$ cat config.mk
export PLATFORM = sky130hd
export DESIGN_NAME = stencil_stream_sink_flat
export DESIGN_NICKNAME = d
export VERILOG_FILES = /design/src/rtl/stencil_stream_sink_pkg.sv /design/src/rtl/stencil_stream_sink_if.sv /design/src/rtl/stencil_stream_sink_fifo.sv /design/src/rtl/stencil_stream_sink.sv /design/src/flat_wrapper.sv
export SDC_FILE = /design/constraint.sdc
export NUM_CORES = 1
export LEC_CHECK = 0
export CORE_MARGIN = 5
export CORE_UTILIZATION = 45
export DETAILED_ROUTE_END_ITERATION = 10
export PLACE_DENSITY = 0.73
export RECOVER_POWER = 100
export SLEW_MARGIN = 20
export SYNTH_ARGS = -nofsm -noshare
export SYNTH_HDL_FRONTEND = slang
export SYNTH_SLANG_ARGS = --single-unit
export TNS_END_PERCENT = 1
$ cat constraint.sdc
create_clock -name clk -period 3.25 [get_ports clk]
set_input_delay 0.65 -clock clk [delete_from_list [all_inputs] [get_ports clk]]
set_output_delay 0.65 -clock clk [all_outputs]
set_load 0.05 [all_outputs]
$ cat src/rtl/stencil_stream_sink_pkg.sv
// Shared types for the stencil stream sink: FSM state encoding and per-pixel tags.
package stream_pkg;

  localparam int TAG_W = 3;

  typedef enum logic [1:0] {
    IDLE,
    WARM,
    STREAM,
    DRAIN
  } state_t;

  typedef struct packed {
    logic sol;
    logic eol;
    logic eof;
  } tag_t;

endpackage

$ cat src/rtl/stencil_stream_sink_if.sv
// Downstream valid/ready pixel stream carrying line and frame markers.
interface stencil_stream_sink_if #(
  parameter int DATA_W = 16
);

  logic [DATA_W-1:0] out_data;
  logic              out_valid;
  logic              out_ready;
  logic              out_sol;
  logic              out_eol;
  logic              out_eof;

  modport master (
    output out_data, out_valid, out_sol, out_eol, out_eof,
    input  out_ready
  );

  modport slave (
    input  out_data, out_valid, out_sol, out_eol, out_eof,
    output out_ready
  );

endinterface

$ cat src/rtl/stencil_stream_sink_fifo.sv
// Small synchronous FIFO; the extra pointer bit distinguishes full from empty.
module sync_fifo #(
  parameter int WIDTH = 19,
  parameter int DEPTH = 4
) (
  input  logic                     clk,
  input  logic                     rst,
  input  logic                     push,
  input  logic [WIDTH-1:0]         din,
  input  logic                     pop,
  output logic [WIDTH-1:0]         dout,
  output logic                     full,
  output logic                     empty,
  output logic [$clog2(DEPTH):0]   count
);

  localparam int AW = $clog2(DEPTH);

  logic [WIDTH-1:0] mem [DEPTH];
  logic [AW:0]      wr_ptr_reg;
  logic [AW:0]      rd_ptr_reg;
  logic             do_push;
  logic             do_pop;

  assign count   = wr_ptr_reg - rd_ptr_reg;
  assign full    = (count == (AW+1)'(DEPTH));
  assign empty   = (count == '0);
  assign do_pop  = pop && !empty;
  // A push into a full FIFO is fine when the head leaves in the same cycle.
  assign do_push = push && (!full || do_pop);

  always_ff @(posedge clk) begin
    if (do_push) begin
      mem[wr_ptr_reg[AW-1:0]] <= din;
    end
  end

  always_ff @(posedge clk) begin
    if (rst) begin
      wr_ptr_reg <= '0;
      rd_ptr_reg <= '0;
    end else begin
      if (do_push) wr_ptr_reg <= wr_ptr_reg + 1'b1;
      if (do_pop)  rd_ptr_reg <= rd_ptr_reg + 1'b1;
    end
  end

  // Head is forced to zero when empty so stale memory never reaches the outputs.
  assign dout = empty ? '0 : mem[rd_ptr_reg[AW-1:0]];

endmodule

$ cat src/rtl/stencil_stream_sink.sv
// Frame sink: drops pipeline warm-up samples, tags pixels with SOL/EOL/EOF, buffers them for a
// valid/ready consumer and flags samples lost to backpressure.
module stencil_stream_sink
  import stream_pkg::*;
#(
  parameter int DATA_W     = 16,
  parameter int IMG_W      = 64,
  parameter int IMG_H      = 64,
  parameter int WARMUP     = 5,
  parameter int FIFO_DEPTH = 4
) (
  input  logic                  clk,
  input  logic                  rst,
  input  logic                  start,
  input  logic [DATA_W-1:0]     in_data,
  input  logic                  in_valid,
  stencil_stream_sink_if.master out_if,
  output logic                  busy,
  output logic                  overflow,
  output logic                  frame_done
);

  localparam int CW   = $clog2(IMG_W);
  localparam int RW   = (IMG_H > 1) ? $clog2(IMG_H) : 1;
  localparam int WW   = (WARMUP > 1) ? $clog2(WARMUP) : 1;
  localparam int FCW  = $clog2(FIFO_DEPTH) + 1;
  localparam int FW   = DATA_W + TAG_W;

  state_t          state_reg, state_next;
  logic [WW-1:0]   warm_cnt_reg;
  logic [CW-1:0]   col_reg;
  logic [RW-1:0]   row_reg;
  logic            overflow_reg;
  logic            frame_done_reg;

  logic            frame_start, warm_step, stream_step;
  logic            warm_last, col_last, row_last;
  logic            push, pop, drop, drain_empty;
  tag_t            in_tag, head_tag;
  logic [FW-1:0]   fifo_dout;
  logic            fifo_full, fifo_empty;
  logic [FCW-1:0]  fifo_count;

  assign warm_last = (warm_cnt_reg == WW'(WARMUP - 1));
  assign col_last  = (col_reg == CW'(IMG_W - 1));
  assign row_last  = (row_reg == RW'(IMG_H - 1));

  assign in_tag.sol = (col_reg == '0);
  assign in_tag.eol = col_last;
  assign in_tag.eof = col_last && row_last;

  assign pop  = out_if.out_valid && out_if.out_ready;
  assign push = stream_step && (!fifo_full || pop);
  assign drop = stream_step && !push;
  // Only pops happen while draining, so the FIFO goes empty on the pop of its last entry.
  assign drain_empty = fifo_empty || (pop && fifo_count == FCW'(1));

  always_ff @(posedge clk) begin
    if (rst) begin
      state_reg      <= IDLE;
      frame_done_reg <= 1'b0;
    end else begin
      state_reg      <= state_next;
      frame_done_reg <= (state_reg == DRAIN) && (state_next == IDLE);
    end
  end

  always_comb begin
    state_next = state_reg;
    case (state_reg)
      IDLE:    if (start) state_next = (WARMUP == 0) ? STREAM : WARM;
      WARM:    if (in_valid && warm_last) state_next = STREAM;
      STREAM:  if (in_valid && col_last && row_last) state_next = DRAIN;
      DRAIN:   if (drain_empty) state_next = IDLE;
      default: state_next = IDLE;
    endcase
  end

  always_comb begin
    busy        = (state_reg != IDLE);
    frame_start = 1'b0;
    warm_step   = 1'b0;
    stream_step = 1'b0;
    case (state_reg)
      IDLE:    frame_start = start;
      WARM:    warm_step   = in_valid;
      STREAM:  stream_step = in_valid;
      default: ;
    endcase
  end

  // Dropped samples still advance the position so tags stay locked to image geometry.
  always_ff @(posedge clk) begin
    if (rst || frame_start) begin
      warm_cnt_reg <= '0;
      col_reg      <= '0;
      row_reg      <= '0;
    end else begin
      if (warm_step) begin
        warm_cnt_reg <= warm_last ? '0 : warm_cnt_reg + 1'b1;
      end
      if (stream_step) begin
        if (col_last) begin
          col_reg <= '0;
          row_reg <= row_last ? '0 : row_reg + 1'b1;
        end else begin
          col_reg <= col_reg + 1'b1;
        end
      end
    end
  end

  always_ff @(posedge clk) begin
    if (rst || frame_start) begin
      overflow_reg <= 1'b0;
    end else if (drop) begin
      overflow_reg <= 1'b1;
    end
  end

  sync_fifo #(
    .WIDTH (FW),
    .DEPTH (FIFO_DEPTH)
  ) u_fifo (
    .clk   (clk),
    .rst   (rst),
    .push  (push),
    .din   ({in_tag, in_data}),
    .pop   (pop),
    .dout  (fifo_dout),
    .full  (fifo_full),
    .empty (fifo_empty),
    .count (fifo_count)
  );

  assign head_tag         = tag_t'(fifo_dout[DATA_W +: TAG_W]);
  assign out_if.out_data  = fifo_dout[DATA_W-1:0];
  assign out_if.out_valid = !fifo_empty;
  assign out_if.out_sol   = head_tag.sol;
  assign out_if.out_eol   = head_tag.eol;
  assign out_if.out_eof   = head_tag.eof;

  assign overflow   = overflow_reg;
  assign frame_done = frame_done_reg;

endmodule

$ cat src/flat_wrapper.sv
// flat-port wrapper written by rule: the top's interface ports become plain ports
module stencil_stream_sink_flat import stream_pkg::*;
#(
  parameter int DATA_W     = 16,
  parameter int IMG_W      = 64,
  parameter int IMG_H      = 64,
  parameter int WARMUP     = 5,
  parameter int FIFO_DEPTH = 4
)
  (clk, rst, start, in_data, in_valid, busy, overflow, frame_done, out_if_out_data, out_if_out_valid, out_if_out_sol, out_if_out_eol, out_if_out_eof, out_if_out_ready);
  stencil_stream_sink_if #(.DATA_W(DATA_W)) out_if_i ();
  input  logic clk;
  input  logic rst;
  input  logic start;
  input  logic [DATA_W-1:0] in_data;
  input  logic in_valid;
  output logic busy;
  output logic overflow;
  output logic frame_done;
  output wire logic [$bits(out_if_i.out_data)-1:0] out_if_out_data;
  output wire logic [$bits(out_if_i.out_valid)-1:0] out_if_out_valid;
  output wire logic [$bits(out_if_i.out_sol)-1:0] out_if_out_sol;
  output wire logic [$bits(out_if_i.out_eol)-1:0] out_if_out_eol;
  output wire logic [$bits(out_if_i.out_eof)-1:0] out_if_out_eof;
  input wire logic [$bits(out_if_i.out_ready)-1:0] out_if_out_ready;
  assign out_if_out_data = out_if_i.out_data;
  assign out_if_out_valid = out_if_i.out_valid;
  assign out_if_out_sol = out_if_i.out_sol;
  assign out_if_out_eol = out_if_i.out_eol;
  assign out_if_out_eof = out_if_i.out_eof;
  assign out_if_i.out_ready = out_if_out_ready;
  stencil_stream_sink #(.DATA_W(DATA_W), .IMG_W(IMG_W), .IMG_H(IMG_H), .WARMUP(WARMUP), .FIFO_DEPTH(FIFO_DEPTH)) u_core (.clk(clk), .rst(rst), .start(start), .in_data(in_data), .in_valid(in_valid), .out_if(out_if_i), .busy(busy), .overflow(overflow), .frame_done(frame_done));
endmodule
==> qor.json, run 1 <==
{
  "antenna_cells": 0,
  "ys.warnings.count": 0,
  "layout_utilization_pct": 53.8,
  "timing.hold.worst.class": "flip-flop to flip-flop",
  "grt_max_degree": 21,
  "post_synth.cell_area_avg_um2": 15.3,
  "numClockSinks": 103,
  "antenna_violations_before_repair": 0,
  "drt-wirelength-per-cell_um": 15.0,
  "rows": 35,
  "status": "finished clean",
  "yosys.area_share.xor_xnor_pct": 3.31,
  "clockBufferDepth": 2,
  "grt_use_total_pct": 13.0,
  "maxCapViolCount": 0,
  "critPathLaunchType": "flip-flop",
  "cellPowerDensity_nw_per_um2": 663,
  "grt_pass1_wl_um": 11600,
  "synth_cell_type_count": 44,
  "place_hpwl_um": 4680,
  "synth_seq_area_share_pct": 65.6,
  "post-synth-top-area-cell": "edfxtp_1",
  "holdPathStages": 2,
  "report.final.slew_viol_count": 0,
  "internal_power_mw": 2.11,
  "layout-drive-gt1-share_pct": 18.6,
  "critical_path.max_fanout": 20,
  "nNetsFinal": 366,
  "required_ps": 2600,
  "setup_viol": 0,
  "cell_types_occupying_the_most_area_after_synthesis": "edfxtp_1, dfxtp_1, mux4_2",
  "grt_setup_unrepaired": "no",
  "power.sequential.fraction_pct": 43.2,
  "p_comb_share_pct": 32.7,
  "dr.first_iter.drc_count": 81,
  "fp.dieArea_um2": 11600,
  "critical_path_arrival_ps": 2400,
  "dp_cells": 451,
  "clk_latency_ps": 360,
  "synth-adder-area-share_pct": 3.66,
  "clockPowerShare_pct": 24.1,
  "clk_pin_slew_ps": 100,
  "floorplan.initialDensity_pct": 46.4,
  "tns_ps": 0,
  "finish.instance_area_um2": 4990,
  "worst_path_max_delay_cell": "fa_1",
  "worst_setup_path_end_kind": "output pin",
  "critical_path.max_stage_delay_ps": 500,
  "final_common_cell": "edfxtp_1",
  "cts-root-buf": "clkbuf_8",
  "timing.max_slew.rel_slack_pct": 59.9,
  "detail_route.vias_per_cell": 5.04,
  "cts_setup_buffers": 0,
  "die_y_um": 108,
  "compound_gate_portion_of_the_synthesized_area_pct": 3.14,
  "wl_final_um": 6990,
  "layout.cells.most_common_list": "edfxtp_1, nor2_1, dfxtp_1",
  "worst-slew-pin-transition_ps": 601,
  "nFillCells": 790,
  "maxClockFrequency_ghz": 0.328,
  "grt.overflow.total": 0,
  "setup.worst_path.class": "flip-flop to output pin",
  "die_w_um": 108,
  "crit_path_cell_trace": "inv_1, ha_1, fa_1, nand2_1, nor2_1, buf_6, nor2b_1, clkbuf_4",
  "layout_min_cycle_time_ps": 3050,
  "cts_inserted_buffers": 9,
  "route.vias.total": 2352,
  "design.core.area_um2": 9280,
  "detail-route-antenna-nets": 0,
  "drcViolationCount": 0,
  "place_area_um2": 4870,
  "synthMuxAreaShare_pct": 11.0,
  "number_of_i_o_port_buffers": 43,
  "postSynthRegisterBits": 103,
  "number_of_global_route_vias_before_repair": 2306,
  "synth.top_cell.area_share_pct": 53.0,
  "tritoncts": "done",
  "final-hold-violation-count": 0,
  "routabilityCongestion": 0.704,
  "r2r_worst_path_depth": 7,
  "worst_clock_skew_ps": 13.1,
  "layoutNonFillerInstCount": 467,
  "worst_case_vdd_ir_drop_mv": 0.333,
  "syn_area_um2": 4300,
  "iteration_count_of_the_initial_detailed_routing_pass": 4,
  "switching_share_pct": 36.4,
  "netlist_instances": 282,
  "syn-num-nets": 315,
  "leakagePower_nw": 1.73,
  "netSwitchingPower_mw": 1.21,
  "largest_family_of_logic_cells_by_synthesized_area": "simple AND/OR/NAND/NOR gates",
  "period_share_pct": 93.7,
  "largest_reg_flops": 76,
  "synthSimpleGateAreaFrac_pct": 11.2,
  "areaGrowthSynthToFinish_pct": 16.0,
  "cts.htree.levels": 3,
  "num_io_pins": 44
}
==> area by class of cell <==
class | count | area, um^2 | area share, %
Clock buffer | 9 | 124 | 2.48
Clock inverter | 7 | 78.8 | 1.58
Inverter | 10 | 37.5 | 0.752
Multi-Input combinational cell | 157 | 1370 | 27.4
Sequential cell | 103 | 2820 | 56.5
Tap cell | 129 | 161 | 3.23
Timing Repair Buffer | 52 | 402 | 8.04
==> power by group through the flow <==
stage,sequential [mW],clock [mW],combinational [mW]
floorplan,1.45,0,0.833
global placement,1.46,0,1.15
detailed placement,1.46,0,1.16
CTS,1.43,0.822,1.16
global route,1.43,0.876,1.16
finish,1.43,0.798,1.08
==> critical path, delay by kind of cell (launching register included) <==
family	cells	cell delay, ps
and+or+nand+nor	3	380
DFF	1	380
adders and majority gates	2	730
buffers and inverters	3	550
==> path summary, 6_finish.rpt <==
check	startpoint	to	slack [ps]
worst min register to register	u_core.col_reg[1]$_SDFFE_PP0P_	u_core.col_reg[1]$_SDFFE_PP0P_	490
worst max register to register	u_core.u_fifo.wr_ptr_reg[0]$_SDFFE_PP0P_	u_core.u_fifo.mem[3][16]$_DFFE_PP_	470
worst min-delay path	u_core.col_reg[1]$_SDFFE_PP0P_	u_core.col_reg[1]$_SDFFE_PP0P_	490
worst max-delay path	u_core.u_fifo.wr_ptr_reg[0]$_SDFFE_PP0P_	out_if_out_data[11]	200
==> metal layers <==
layer	wire length, um	global-route usage [%]	up-vias
met5	0	0	-
met4	65	3.25	0
met3	358	3.30	9
met2	3440	22.0	64
met1	3130	16.6	1134
li1	-	-	1145
==> repair_timing <==
action	4_1_cts	5_1_grt
hold endpoints to repair	0	0
setup endpoints to repair	0	10
hold buffers	0	0
gates resized for setup	0	1
==> cells in the mapped netlist (all sizes together) <==
cell     instances
a2111oi          1
a211oi           1
a21o             1
a21oi            7
a221o            1
a22oi            1
and2             5
and3             3
and3b            2
and4             1
and4b            1
buf              5
clkbuf           7
dfxtp           27
edfxtp          76
fa               1
ha              11
inv             10
mux2             1
mux2i            3
mux4            19
nand2            7
nand3            4
nand3b           2
nand4            4
nor2            29
nor2b           21
nor3             7
nor4             1
nor4b            1
o211ai           1
o21a             1
o21ai            3
o21bai           1
o31ai            1
or3              1
or3b             1
xnor2            1
xnor3            1
xor2            10
xor3             1
==> cells by family (layout without fill, tap and decap cells) <==
group           after synthesis  after routing
buf+inv                      22             78
simple gates                 90             90
xor+xnor                     13             13
mux                          23             23
fa+ha+maj                    12             12
flops                       103            103
compound gates               19             19
==> through the flow <==
stage | worst slack [ps] | hold WS, ps | power (mW)
2_1_floorplan | 366 | 454 | 2.29
3_3_place_gp | 629 | 467 | 2.61
3_5_place_dp | 515 | 477 | 2.62
4_1_cts | 114 | 490 | 3.41
5_1_grt | 37.4 | 520 | 3.46
6_report | 204 | 486 | 3.31
(Power assumes the default switching activity.)
==> inputs of run 2 (changes only) <==
Settings changed: TNS_END_PERCENT 1 to 50.
==> results of run 2 <==
The final DEF is identical to that of run 1; final timing and power are the same.
==> inputs of run 3 (changes only) <==
Settings changed: CORE_MARGIN 5 to not set.
==> qor.json, run 3 (same netlist as run 1, synthesis figures left out) <==
{
  "cts.htree.levels": 3,
  "period_share_pct": 93.6,
  "floorplan.initialDensity_pct": 46.6,
  "final_common_cell": "edfxtp_1",
  "routabilityCongestion": 0.767,
  "fp.dieArea_um2": 9960,
  "power.sequential.fraction_pct": 44.0,
  "numClockSinks": 103,
  "design.core.area_um2": 9240,
  "leakagePower_nw": 1.72,
  "post_cts_sizing": 0,
  "status": "finished clean",
  "cts_inserted_buffers": 9,
  "report.final.slew_viol_count": 0,
  "cts-root-buf": "clkbuf_8",
  "wl_final_um": 6950,
  "critical_path.max_fanout": 20,
  "drt-wirelength-per-cell_um": 14.9,
  "layout_utilization_pct": 54.1,
  "largest_reg_flops": 76,
  "place_hpwl_um": 4660,
  "grt_setup_unrepaired": "no",
  "maxCapViolCount": 0,
  "required_ps": 2600,
  "num_io_pins": 44,
  "switching_share_pct": 36.5,
  "tritoncts": "done",
  "number_of_global_route_vias_before_repair": 2354,
  "route.vias.total": 2334,
  "clockPowerShare_pct": 21.5,
  "clockBufferDepth": 2,
  "grt_use_total_pct": 15.3,
  "pre_cts_slack_ps": 576,
  "nNetsFinal": 366,
  "worst_slack_ps": 209,
  "tns_ps": 0,
  "worst-slew-pin-transition_ps": 574,
  "crit_reg_reg_endpoint": "u_core.u_fifo.wr_ptr_reg[2]$_SDFFE_PP0P_",
  "drcViolationCount": 0,
  "layout_min_cycle_time_ps": 3040,
  "cts.hold.buffers_added": 0,
  "place_area_um2": 4860,
  "dr.first_iter.drc_count": 134,
  "rows": 35,
  "p_total_mw": 3.26,
  "cts_setup_buffers": 0,
  "cellPowerDensity_nw_per_um2": 652,
  "detail-route-antenna-nets": 0,
  "r2r_worst_path_depth": 8,
  "timing.hold.worst.class": "flip-flop to flip-flop",
  "timing.max_slew.rel_slack_pct": 61.8,
  "cp-endpoint": "out_if_out_data[9]",
  "rrSetupSlack_ps": 460,
  "maxClockFrequency_ghz": 0.329,
  "die_y_um": 99.8,
  "reg2reg_from": "u_core.u_fifo.wr_ptr_reg[0]$_SDFFE_PP0P_",
  "areaGrowthSynthToFinish_pct": 16.2,
  "setup_viol": 0,
  "die_w_um": 99.8,
  "iteration_count_of_the_initial_detailed_routing_pass": 4,
  "number_of_i_o_port_buffers": 43,
  "critPathLaunchType": "flip-flop",
  "grt.overflow.total": 0,
  "netSwitchingPower_mw": 1.19,
  "grt_max_degree": 21,
  "detail_route.vias_per_cell": 5.00,
  "p_comb_share_pct": 34.5,
  "antenna_violations_before_repair": 0,
  "worst_clock_skew_ps": 13.8,
  "internal_power_mw": 2.07,
  "layout.cells.most_common_list": "edfxtp_1, nor2_1, dfxtp_1",
  "final-hold-violation-count": 0,
  "finish.instance_area_um2": 5000,
  "worst_case_vdd_ir_drop_mv": 0.255,
  "worst_setup_path_end_kind": "output pin",
  "antenna_cells": 0,
  "clk_pin_slew_ps": 90,
  "crit_start": "u_core.u_fifo.wr_ptr_reg[0]$_SDFFE_PP0P_",
  "clk_latency_ps": 350,
  "critical_path_arrival_ps": 2390,
  "setup.worst_path.class": "flip-flop to output pin",
  "layout-drive-gt1-share_pct": 18.9,
  "grt_pass1_wl_um": 11500
}
[run 3: final cells by class]
type / instances / area (um^2)
Sequential cell: 103 / 2820
Timing Repair Buffer: 52 / 434
Multi-Input combinational cell: 157 / 1370
Clock inverter: 6 / 45.0
Tap cell: 129 / 161
Fill cell: 755 / 4240
Clock buffer: 10 / 128
Inverter: 10 / 37.5
[run 3: per-layer routing]
layer	wire, um	track usage [%]	up-vias
li1	-	-	1145
met1	3200	19.7	1129
met2	3410	25.4	51
met3	252	3.34	9
met4	89	5.88	0
met5	0	0	-
[run 3: power groups by stage]
| stage | registers (mW) | logic (mW) | clock network (mW) |
|---|---|---|---|
| after global placement | 1.46 | 1.14 | 0 |
| after global routing | 1.44 | 1.19 | 0.778 |
| after CTS | 1.43 | 1.15 | 0.725 |
| after detailed placement | 1.47 | 1.15 | 0 |
| final | 1.43 | 1.12 | 0.701 |
| after floorplan | 1.45 | 0.833 | 0 |
[run 3: worst min-delay path by stage]
stage                                         from                                  end  slack [ps]  depth (start not counted)
2_1_floorplan  u_core.warm_cnt_reg[2]$_SDFFE_PP0P_  u_core.warm_cnt_reg[2]$_SDFFE_PP0P_         450                          2
3_3_place_gp        u_core.row_reg[4]$_SDFFE_PP0P_       u_core.row_reg[4]$_SDFFE_PP0P_         470                          2
3_5_place_dp        u_core.row_reg[4]$_SDFFE_PP0P_       u_core.row_reg[4]$_SDFFE_PP0P_         490                          2
4_1_cts             u_core.row_reg[4]$_SDFFE_PP0P_       u_core.row_reg[4]$_SDFFE_PP0P_         500                          2
5_1_grt        u_core.warm_cnt_reg[2]$_SDFFE_PP0P_  u_core.warm_cnt_reg[2]$_SDFFE_PP0P_         520                          2
6_report            u_core.row_reg[4]$_SDFFE_PP0P_       u_core.row_reg[4]$_SDFFE_PP0P_         500                          2
[run 3: critical path, cell delays in order (launching register included)]
cell,delay [ps]
dfxtp_1,360
inv_1,100
ha_1,220
fa_1,510
nand2_1,130
nor2_1,120
clkbuf_4,290
nor2b_1,80
clkbuf_4,220
[run 3: per-stage QoR]
step	hold WS, ps	std cells
final	497	467
after global routing	520	467
after CTS	499	467
after detailed placement	486	451
after global placement	468	451
after floorplan	454	282
